<file path="src/rtl/frame_uart_sender.sv">
// rtl/frame_uart_sender.sv - streams a frame buffer out as framed 8N1 UART bytes
// Sync header, MSB-first zero-padded pixels, optional additive checksum; assumes CLK_FREQ/BAUD >= 2.
module frame_uart_sender #(
   parameter int         CLK_FREQ    = 50_000_000,
   parameter int         BAUD        = 9600,
   parameter int         PIXEL_W     = 12,
   parameter int         NUM_PIXELS  = 76800,
   parameter int         ADDR_W      = 17,
   parameter logic [7:0] SYNC_BYTE   = 8'hA5,
   parameter bit         CHECKSUM_EN = 1'b1
) (
   input  logic              clk,
   input  logic              rst_n,
   input  logic              start,
   input  logic              abort,
   input  logic [PIXEL_W-1:0] pixel,
   output logic [ADDR_W-1:0] address,
   output logic              uart_out,
   output logic              busy,
   output logic              frame_done
);
   localparam int CPB = CLK_FREQ / BAUD;
   localparam int CW  = (CPB > 1) ? $clog2(CPB) : 1;
   localparam int NB  = (PIXEL_W + 7) / 8;
   localparam int IW  = (NB > 1) ? $clog2(NB) : 1;
   localparam int PW  = 8 * NB;
   localparam logic [CW-1:0]     LAST_CLK  = CW'(CPB - 1);
   localparam logic [CW-1:0]     PRE_CLK   = CW'(CPB - 2);
   localparam logic [ADDR_W-1:0] LAST_ADDR = ADDR_W'(NUM_PIXELS - 1);
   localparam logic [IW-1:0]     TOP_IDX   = IW'(NB - 1);

   typedef enum logic [2:0] {IDLE, HEADER, FETCH, PIXEL, CHECKSUM, DONE} state_t;

   state_t            state_q;
   logic [CW-1:0]     clk_cnt_q;
   logic [3:0]        bit_cnt_q;
   logic [7:0]        tx_byte_q;
   logic [IW-1:0]     byte_idx_q;
   logic [ADDR_W-1:0] addr_q;
   logic [PIXEL_W-1:0] pix_q;
   logic [7:0]        csum_q;
   logic              uart_q, busy_q, done_q, abort_q, load_q;

   logic [PW-1:0] pix_in_ext, pix_ext, pix_sh;
   logic [IW-1:0] nxt_idx;
   logic [7:0]    top_byte, pix_byte;
   logic          bit_end, stop_bit, byte_end, pre_last, abort_now, finish;

   assign pix_in_ext = PW'(pixel);
   assign pix_ext    = PW'(pix_q);
   assign nxt_idx    = byte_idx_q - 1'b1;
   assign pix_sh     = pix_ext >> {nxt_idx, 3'b000};
   assign pix_byte   = pix_sh[7:0];
   assign top_byte   = pix_in_ext[PW-1 -: 8];
   assign bit_end    = (clk_cnt_q == LAST_CLK);
   assign stop_bit   = (bit_cnt_q == 4'd9);
   assign byte_end   = bit_end && stop_bit;
   assign pre_last   = stop_bit && (clk_cnt_q == PRE_CLK);
   assign abort_now  = abort || abort_q;
   // PIXEL with index 0 only reaches byte_end on the last pixel; earlier pixels divert to FETCH.
   assign finish     = (state_q == CHECKSUM) || abort_now ||
                       (state_q == PIXEL && byte_idx_q == '0 && !CHECKSUM_EN);

   always_ff @(posedge clk or negedge rst_n) begin
      if (!rst_n) begin
         state_q    <= IDLE;
         clk_cnt_q  <= '0;
         bit_cnt_q  <= '0;
         tx_byte_q  <= '0;
         byte_idx_q <= '0;
         addr_q     <= '0;
         pix_q      <= '0;
         csum_q     <= '0;
         uart_q     <= 1'b1;
         busy_q     <= 1'b0;
         done_q     <= 1'b0;
         abort_q    <= 1'b0;
         load_q     <= 1'b0;
      end else begin
         case (state_q)
            IDLE: begin
               if (start) begin
                  state_q    <= HEADER;
                  busy_q     <= 1'b1;
                  uart_q     <= 1'b0;
                  clk_cnt_q  <= '0;
                  bit_cnt_q  <= '0;
                  tx_byte_q  <= SYNC_BYTE;
                  csum_q     <= SYNC_BYTE;
                  byte_idx_q <= '0;
                  abort_q    <= 1'b0;
               end
            end
            DONE: begin
               state_q    <= IDLE;
               done_q     <= 1'b0;
               busy_q     <= 1'b0;
               addr_q     <= '0;
               csum_q     <= '0;
               byte_idx_q <= '0;
               abort_q    <= 1'b0;
            end
            default: begin
               if (abort) abort_q <= 1'b1;
               // Pixel data arrives one cycle into its first start bit, well before data bit 0.
               if (load_q) begin
                  load_q    <= 1'b0;
                  pix_q     <= pixel;
                  tx_byte_q <= top_byte;
                  csum_q    <= csum_q + top_byte;
               end
               if (!bit_end) begin
                  clk_cnt_q <= clk_cnt_q + 1'b1;
               end else begin
                  clk_cnt_q <= '0;
                  if (!stop_bit) begin
                     bit_cnt_q <= bit_cnt_q + 1'b1;
                     uart_q    <= (bit_cnt_q == 4'd8) ? 1'b1 : tx_byte_q[bit_cnt_q[2:0]];
                  end
               end
               if (pre_last && ((state_q == HEADER && byte_idx_q == IW'(1)) ||
                                (state_q == PIXEL && byte_idx_q == '0 && addr_q != LAST_ADDR))) begin
                  state_q <= FETCH;
                  if (state_q == PIXEL) addr_q <= addr_q + 1'b1;
               end
               if (byte_end) begin
                  bit_cnt_q <= '0;
                  if (finish) begin
                     state_q <= DONE;
                     done_q  <= 1'b1;
                  end else begin
                     uart_q <= 1'b0;
                     case (state_q)
                        HEADER: begin
                           tx_byte_q  <= ~SYNC_BYTE;
                           csum_q     <= csum_q + ~SYNC_BYTE;
                           byte_idx_q <= IW'(1);
                        end
                        FETCH: begin
                           state_q    <= PIXEL;
                           byte_idx_q <= TOP_IDX;
                           load_q     <= 1'b1;
                        end
                        PIXEL: begin
                           if (byte_idx_q != '0) begin
                              byte_idx_q <= nxt_idx;
                              tx_byte_q  <= pix_byte;
                              csum_q     <= csum_q + pix_byte;
                           end else begin
                              state_q   <= CHECKSUM;
                              tx_byte_q <= csum_q;
                           end
                        end
                        default: ;
                     endcase
                  end
               end
            end
         endcase
      end
   end

   assign address    = addr_q;
   assign uart_out   = uart_q;
   assign busy       = busy_q;
   assign frame_done = done_q;
endmodule

</file>
<file path="config.mk">
export PLATFORM = sky130hd
export DESIGN_NAME = frame_uart_sender
export DESIGN_NICKNAME = d
export VERILOG_FILES = /design/src/rtl/frame_uart_sender.sv
export SDC_FILE = /design/constraint.sdc
export NUM_CORES = 1
export LEC_CHECK = 0
export BUFFER_PORTS_ARGS = -buffer_cell sky130_fd_sc_hd__buf_2
export CAP_MARGIN = 10
export CORE_MARGIN = 4
export CORE_UTILIZATION = 55
export CTS_BUF_LIST = sky130_fd_sc_hd__clkbuf_4 sky130_fd_sc_hd__clkbuf_8 sky130_fd_sc_hd__clkbuf_16
export CTS_CLUSTER_DIAMETER = 80
export DETAILED_ROUTE_END_ITERATION = 8
export PLACE_DENSITY = 0.81
export SLEW_MARGIN = 20
export SYNTH_ARGS = -nofsm -noshare
export SYNTH_HDL_FRONTEND = slang
export SYNTH_SLANG_ARGS = --single-unit
</file>
<file path="constraint.sdc">
create_clock -name clk -period 3.73 [get_ports clk]
set_clock_uncertainty 0.15 [all_clocks]
set_input_delay 0.9325 -clock clk [delete_from_list [all_inputs] [get_ports clk]]
set_output_delay 0.9325 -clock clk [all_outputs]
set_load 0.02 [all_outputs]
</file>
### Word level (Yosys, flattened, before mapping)

Index checks and enable logic that the tools add are counted.

| word-level totals | value |
|---|---|
| bits of input ports | 16 |
| register bits | 71 |
| logic and storage cells | 123 |

| operators by class | value |
|---|---|
| reductions and logical operators | 29 |
| order comparisons | 1 |
| shift-type cells | 1 |
| eq/ne operators | 13 |
| bitwise operators | 4 |
| mux-type cells | 55 |
| add/sub/neg operators | 7 |

Operators with widths:

| operator | count |
|---|---|
| $mux 8 | 9 |
| $pmux 8 s2 | 4 |
| $mux 17 | 2 |
| $pmux 17 s2 | 1 |
| $eq 13x13->1 const B | 2 |
| $mux 13 | 2 |
| $pmux 13 s2 | 1 |
| $add 17x1->17 const B | 1 |
| $mux 1 | 17 |
| $ne 17x17->1 const B | 1 |
| $mux 4 | 4 |
| $mux 3 | 5 |
| $add 13x1->13 const B | 1 |
| $pmux 1 s2 | 6 |
| $pmux 3 s2 | 2 |
| $shr 12x4->8 | 1 |
| $reduce_bool 2->1 | 5 |
| $reduce_bool 3->1 | 3 |
| $add 8x4->8 | 1 |
| $add 8x7->8 const B | 1 |
| $add 8x8->8 | 1 |
| $eq 4x4->1 const B | 2 |
| $pmux 4 s2 | 1 |
| $reduce_and 2->1 | 4 |
| other kinds (17) | 33 |

### Depth between registers and ports, before layout

Gate-level depths: netlist of the first run.

| depth | value |
|---|---|
| word-level depth | 11 |
| gate-level depth with buffers | 11 |
| gate-level depth less buffers | 9 |

### Worst setup path before layout of the first run

OpenSTA, ideal clock, no wires.

| path | value |
|---|---|
| kind | reg2reg |
| start point | reg bit_cnt_q[0] |
| end point | reg addr_q[15] (netlist: address[15]) |
| stages on the path, launching flop included | 8 |
| path slack | 1.143 ns |
| buffers on the path | 1 |
| arrival | 2.359 ns |
| setup time | 0.078 ns |
| cell sequence | dfrtp_1 -> ha_1 -> nand3b_1 -> or4_1 -> a211o_1 -> buf_6 -> or4_1 -> a21oi_1 |

| between the ends | value |
|---|---|
| word-level cells in the longest chain between the ends | 5 |

Ends and longest elaborated chain:

| element | line | RTL |
|---|---|---|
| start, declared | 36 | `logic [3:0] bit_cnt_q;` |
| start signal, assigned | 117 | `bit_cnt_q <= bit_cnt_q + 1'b1;` |
| $eq 4x4->1 | 56 | `assign stop_bit = (bit_cnt_q == 4'd9);` |
| $logic_and 1x1->1 | 58 | `assign pre_last = stop_bit && (clk_cnt_q == PRE_CLK);` |
| $logic_and 1x1->1 | 121 | `if (pre_last && ((state_q == HEADER && byte_idx_q == IW'(1)) \|\|` |
| $reduce_bool 2->1 (no line) | -- |  |
| $reduce_and 3->1 (no line) | -- |  |
| end signal, assigned | 124 | `if (state_q == PIXEL) addr_q <= addr_q + 1'b1;` |
| end, declared | 39 | `logic [ADDR_W-1:0] addr_q;` |

Every way passes these cells.
A chain may end at the register's enable or synchronous reset.

### Worst setup path after layout of the first run

| path | value |
|---|---|
| start point | reg bit_cnt_q[0] |
| end point | reg addr_q[2] (netlist: address[2]) |

Same word-level chain as after synthesis.

==> run summary, run 1 <==
status -> finished, final reports clean
TNS Setup -> 0 ns
drt total wl -> 12.1 mm
period utilisation layout -> 0.833
Most used DFF post-synth -> dfrtp_1
Hold Crit Start -> uart_out$_DFFE_PN1P_
most frequent cells after synthesis -> 70 x dfrtp_1, 52 x nand2_1, 37 x o21ai_0, 36 x nor2_1, 24 x inv_1
Tmin final -> 3.11 ns
P_leak -> 0.00223 uW
final hold vios -> 0
top-count cell post-synth -> dfrtp_1
top post-synthesis cells by area -> dfrtp_1 37%, ha_1 4.7%, nand2_1 4.1%
Final Wtd Congestion -> 0.925
Placement Setup Slack -> 0.732 ns
Avg Cell Area, Syn -> 9.00 um^2
CTS Buf Count -> 9
Port Buffers -> 35
final setup margin -> 0.623 ns
crit-path max FO -> 8
Chip Width -> 101 um
Crit Path Class -> flop to flop
endpoint class of the critical path -> flop
Die ar. -> 0.0102 mm^2
fraction of layout cells with a size suffix above 1 -> 0.155
pwr/cell area -> 314 mW/mm^2
Reg2Reg Setup Slack -> 0.62 ns
hold worst-path end -> uart_out$_DFFE_PN1P_
number of H-tree levels -> 3
row count -> 33
worst r2r path cells -> 6
DRT antenna net count -> 0
DRC -> 0
vias in the first global route -> 4162
Layout area overhead -> 10.6%
DP Area -> 0.00501 mm^2
CP required -> 3.83 ns
post-CTS sizing -> 0
final setup fails -> 0
syn nets -> 564
Vias/cell -> 6.48
Worst slew margin -> 0.313
Final #Nets -> 593
Peak VDD IR -> 210 uV
Post-Layout Cell Count -> 667
vias -> 4325
HP Class -> flop to flop
initial antenna violation count -> 0
first-pass GRT wire length -> 20.6 mm
Root Buffer -> clkbuf_8
YS warnings -> 0
core area -> 0.00830 mm^2
post-synth top area cell -> dfrtp_1
Worst-Margin Slew -> 1.02 ns
Post-synth EDFFs -> 0
Setup crit start kind -> flop
RSZ-0062 raised after global routing -> false
Cell Area, Synth -> 0.00475 mm^2
Reg clk slew, reported paths -> 0.08 ns
Hold Buf Count CTS -> 0
wire per inst -> 18.2 um
Placed Instances -> 651
CTS tree -> done
Initial Util -> 0.572
initial drt markers -> 254
worst r2r src -> bit_cnt_q[0]$_DFFE_PN0P_
Max Clk Rate -> 322 MHz
Fill cells -> 690
Clk Latency, worst-skew pair -> 0.35 ns
Post-CTS Setup Repair Bufs -> 0
number of diodes -> 0
post-synth cell types -> 70
RR Endpoint -> address[2]$_DFFE_PN0P_
Min-Delay Path Depth -> 2
Clock Path Buffers -> 2
Detailed Routing Iterations Pass 1 -> 5
Worst Path Arrival -> 3.21 ns
# clock sinks -> 71
Seq/Total Area, Yosys -> 0.374
total global routing overflow -> 0
die height -> 101 um
Max Slew Vio Count -> 0
Async SR Flop Fraction -> 1.00
post-layout util -> 0.633
I/O Pins -> 36
Cells after Synth -> 528
#FFs+latches synth -> 71
pin count of the biggest net entering global routing -> 32
max-cap violations -> 0
gr usage total -> 0.253
area share of the largest cell type after synthesis -> 0.369
HPWL Detailed -> 8.82 mm
final instance area -> 0.00525 mm^2
cells by family after synthesis:
group                      share of synthesized area
and+or+nand+nor                                0.228
AOI/OAI and AO/OA                              0.207
DFF                                            0.374
buffers and inverters                         0.0419
muxes                                         0.0614
adders and majority gates                     0.0558
xor gates and xnor gates                      0.0313
metal layers:
| layer | vias up | routed length (um) | global-route usage |
|---|---|---|---|
| li1 | 2038 | - | - |
| met1 | 2104 | 5310 | 0.348 |
| met2 | 166 | 5750 | 0.405 |
| met3 | 17 | 927 | 0.0519 |
| met4 | 0 | 155 | 0.0746 |
| met5 | - | 0 | 0 |
metrics by stage:
step	total power (uW)	hold slack [ns]
after floorplan	853	0.301
after global placement	894	0.306
after detailed placement	899	0.319
after CTS	1660	0.337
after global routing	1710	0.357
final	1650	0.335
where the power goes:
part / switching [uW] / total [uW] / leakage, uW / internal (uW)
clock network: 306 / 766 / 0.000122 / 460
registers: 8.42 / 785 / 0.000884 / 777
logic: 59.7 / 99.1 / 0.00123 / 39.4
cell usage in the layout (no fill, tap or decap), types with 6 or more instances in the layout:
master and count:
a211oi_1 7, a21oi_1 23, a31o_2 6, a31oi_1 6
buf_2 35, buf_4 8, clkbuf_8 10, dfrtp_1 70
ha_1 18, inv_1 24, mux2_2 13, mux2i_1 10
nand2_1 52, nand2b_1 12, nand3_1 21, nand4_1 8
nor2_1 36, nor3_1 13, nor4_1 6, o211ai_1 7
o21ai_0 37, o31ai_1 12, or3_1 9, or4_1 9
xnor2_1 11, xor2_1 6
cell type report:
class                      count  area [um^2]  area share
clock buffer                  10          138      0.0262
clock inverter                 6          108      0.0205
inverter                      24         90.1      0.0172
multi-input combinational    408         2770       0.528
sequential                    71         1780       0.338
tap                          105          131      0.0250
timing repair buffer          43          235      0.0448
how the worst max path moves through the flow:
stage	from	to	cells past startpoint	slack [ns]
floorplan	bit_cnt_q[0]$_DFFE_PN0P_	address[15]$_DFFE_PN0P_	7	1.14
global placement	bit_cnt_q[0]$_DFFE_PN0P_	address[8]$_DFFE_PN0P_	6	0.84
detailed placement	bit_cnt_q[0]$_DFFE_PN0P_	address[2]$_DFFE_PN0P_	6	0.73
CTS	bit_cnt_q[0]$_DFFE_PN0P_	address[10]$_DFFE_PN0P_	6	0.73
global route	bit_cnt_q[0]$_DFFE_PN0P_	address[2]$_DFFE_PN0P_	6	0.47
finish	bit_cnt_q[0]$_DFFE_PN0P_	address[2]$_DFFE_PN0P_	6	0.62
sequential cells by signal, summed over array words and instances (netlist names):
| signal | count |
|---|---|
| state_q | 3 |
| busy | 1 |
| load_q | 1 |
| frame_done | 1 |
| csum_q | 8 |
| tx_byte_q | 8 |
| pix_q | 12 |
| abort_q | 1 |
| address | 17 |
| uart_out | 1 |
| byte_idx_q | 1 |
| bit_cnt_q | 4 |
| clk_cnt_q | 13 |
critical path: stages (launching register included):
cell and delay (ns):
dfrtp_1 0.50, ha_1 0.21, nand3b_1 0.25, or4_1 0.63, a211oi_1 0.83, a31oi_1 0.19
a31o_2 0.25
No activity file was read; power rests on OpenSTA's default activity.
==> inputs of run 2 (changes only) <==
--- a/config.mk
+++ b/config.mk
@@ -12,7 +12,7 @@
 export CTS_BUF_LIST = sky130_fd_sc_hd__clkbuf_4 sky130_fd_sc_hd__clkbuf_8 sky130_fd_sc_hd__clkbuf_16
 export CTS_CLUSTER_DIAMETER = 80
 export DETAILED_ROUTE_END_ITERATION = 8
-export PLACE_DENSITY = 0.81
+export PLACE_DENSITY = 0.84
 export SLEW_MARGIN = 20
 export SYNTH_ARGS = -nofsm -noshare
 export SYNTH_HDL_FRONTEND = slang
==> constraint.sdc (replaced) <==
create_clock -name clk -period 2.5 [get_ports clk]
set_clock_uncertainty 0.15 [all_clocks]
set_input_delay 0.625 -clock clk [delete_from_list [all_inputs] [get_ports clk]]
set_output_delay 0.625 -clock clk [all_outputs]
set_load 0.02 [all_outputs]
==> run summary, run 2 (synthesized netlist as in run 1, its figures left out) <==
final setup margin -> -0.0102 ns (-0.633 ns)
number of diodes -> 0 (unchanged)
Port Buffers -> 35 (unchanged)
max-cap violations -> 0 (unchanged)
max reg flops -> 17 (unchanged)
Reg clk slew, reported paths -> 0.08 ns (about the same)
period utilisation layout -> 1.00 (+0.171)
P_leak -> 0.00262 uW (+17%)
commonest non-fill, non-tap cell in the layout -> dfrtp_1
Clock Path Buffers -> 2 (unchanged)
DRC -> 0 (unchanged)
row count -> 33 (unchanged)
Clk Latency, worst-skew pair -> 0.36 ns (about the same)
Worst-Margin Slew -> 0.621 ns (-0.404 ns)
Peak VDD IR -> 275 uV (+31%)
Worst slew margin -> 0.586 (+0.273)
failing checks -> setup timing
status -> complete, but fails checks
worst path bufs/invs -> 2 (+2)
initial antenna violation count -> 0 (unchanged)
pwr/cell area -> 388 mW/mm^2 (+24%)
RSZ-0062 raised after global routing -> true
CTS tree -> done
total global routing overflow -> 0 (unchanged)
Vias/cell -> 6.56 (+1.1%)
Post-Layout Cell Count -> 734 (+10%)
gr usage total -> 0.270 (+0.0167)
HP Class -> primary input to async pin
Placed Instances -> 708 (+8.8%)
Layout area overhead -> 25.8%
die height -> 101 um (unchanged)
Tmin final -> 2.51 ns (-0.597 ns)
endpoint class of the critical path -> flop
vias in the first global route -> 4597 (+10%)
pin count of the biggest net entering global routing -> 34 (+6.3%)
slowest cell delay on critical path -> 0.57 ns (-0.26 ns)
fraction of layout cells with a size suffix above 1 -> 0.297 (+0.142)
worst r2r path cells -> 8 (+2)
wire per inst -> 19.1 um (+4.8%)
Detailed Routing Iterations Pass 1 -> 5 (unchanged)
Max Slew Vio Count -> 0 (unchanged)
Final #Nets -> 660 (+11%)
Crit Path Class -> flop to flop
crit-path max FO -> 7 (-1)
CP max-delay cell -> or4_4
most frequent cells in the layout -> 69 x dfrtp_1, 66 x buf_4, 49 x nand2_1
Max Clk Rate -> 398 MHz (+24%)
# clock sinks -> 71 (unchanged)
Die ar. -> 0.0102 mm^2 (unchanged)
Initial Util -> 0.572 (unchanged)
HPWL Detailed -> 9.79 mm (+11%)
CTS Buf Count -> 9 (unchanged)
CP required -> 2.60 ns (-1.23 ns)
Final Wtd Congestion -> 0.907 (-1.9%)
Fill cells -> 563 (-18%)
first-pass GRT wire length -> 21.9 mm (+6.2%)
Critical path origin -> bit_cnt_q[1]$_DFFE_PN0P_
DRT antenna net count -> 0 (unchanged)
Worst Path Arrival -> 2.61 ns (-0.60 ns)
worst path cell trace -> inv_2 > ha_4 > nand3b_1 > or4_4 > a211o_4 > buf_8 > o31ai_1 > a21oi_2
total power -> 2320 uW (+41%)
drt total wl -> 14.0 mm (+15%)
initial drt markers -> 429 (+69%)
CP top delay family -> compound AO/OA/AOI/OAI gates
number of H-tree levels -> 3 (unchanged)
final setup fails -> 2 (+2)
worst r2r src -> bit_cnt_q[1]$_DFFE_PN0P_
Root Buffer -> clkbuf_8
final hold vios -> 0 (unchanged)
Chip Width -> 101 um (unchanged)
Setup crit start kind -> flop
core area -> 0.00830 mm^2 (unchanged)
vias -> 4813 (+11%)
CP Depth -> 8 (+2)
I/O Pins -> 36 (unchanged)
[run 2: layout make-up]
type / instances / area, um^2 / area share
Timing Repair Buffer: 109 / 776 / 0.130
Sequential cell: 71 / 1780 / 0.298
Inverter: 24 / 90.1 / 0.0151
Clock buffer: 11 / 145 / 0.0243
Multi-Input combinational cell: 409 / 2990 / 0.501
Tap cell: 105 / 131 / 0.0220
Clock inverter: 5 / 57.6 / 0.00964
[run 2: power breakdown]
group | internal, uW | total [uW] | switching, uW
Sequential | 1160 | 1170 | 7.53
Combinational | 78.5 | 185 | 107
Clock | 500 | 969 | 469
Total | 1740 | 2320 | 583
[run 2: worst paths after layout]
path,to,slack (ns)
min in group clk,pix_q[1]$_DFFE_PN0P_,0.34
worst max-delay path,address[11]$_DFFE_PN0P_,-0.01
worst min-delay path,tx_byte_q[1]$_DFFE_PN0P_,0.12
worst max register to register,address[11]$_DFFE_PN0P_,-0.01
worst min register to register,tx_byte_q[7]$_DFFE_PN0P_,0.35
max in group asynchronous,pix_q[6]$_DFFE_PN0P_,1.42
[run 2: repair_timing]
item	in CTS	in global routing
pin swaps	0	24
hold buffers	0	0
hold endpoints to repair	0	0
endpoints found under the setup margin	12	15
gates cloned	0	2
buffers inserted	0	8
resized for setup	5	48
[run 2: metal layers]
metal  global-route usage  wire length (um)  vias to the layer above
met2                0.431              6800                      248
met4                0.116               306                        0
met1                0.353              5800                     2349
met3               0.0581              1110                       37
met5                    0                 0                        -
li1                     -                 -                     2179
[run 2: stage by stage]
stage                     hold slack, ns  area (um^2)  setup TNS, ns   util  worst slack [ns]
final                              0.124         5970        -0.0158  0.720           -0.0102
after global placement             0.324         5470              0  0.659            0.0264
after global routing               0.156         5970         -0.737  0.720           -0.0761
after CTS                          0.135         5680        -0.0215  0.685           -0.0215
after floorplan                    0.179         4760              0      -           0.00869
after detailed placement           0.328         5470         -0.183  0.659           -0.0608
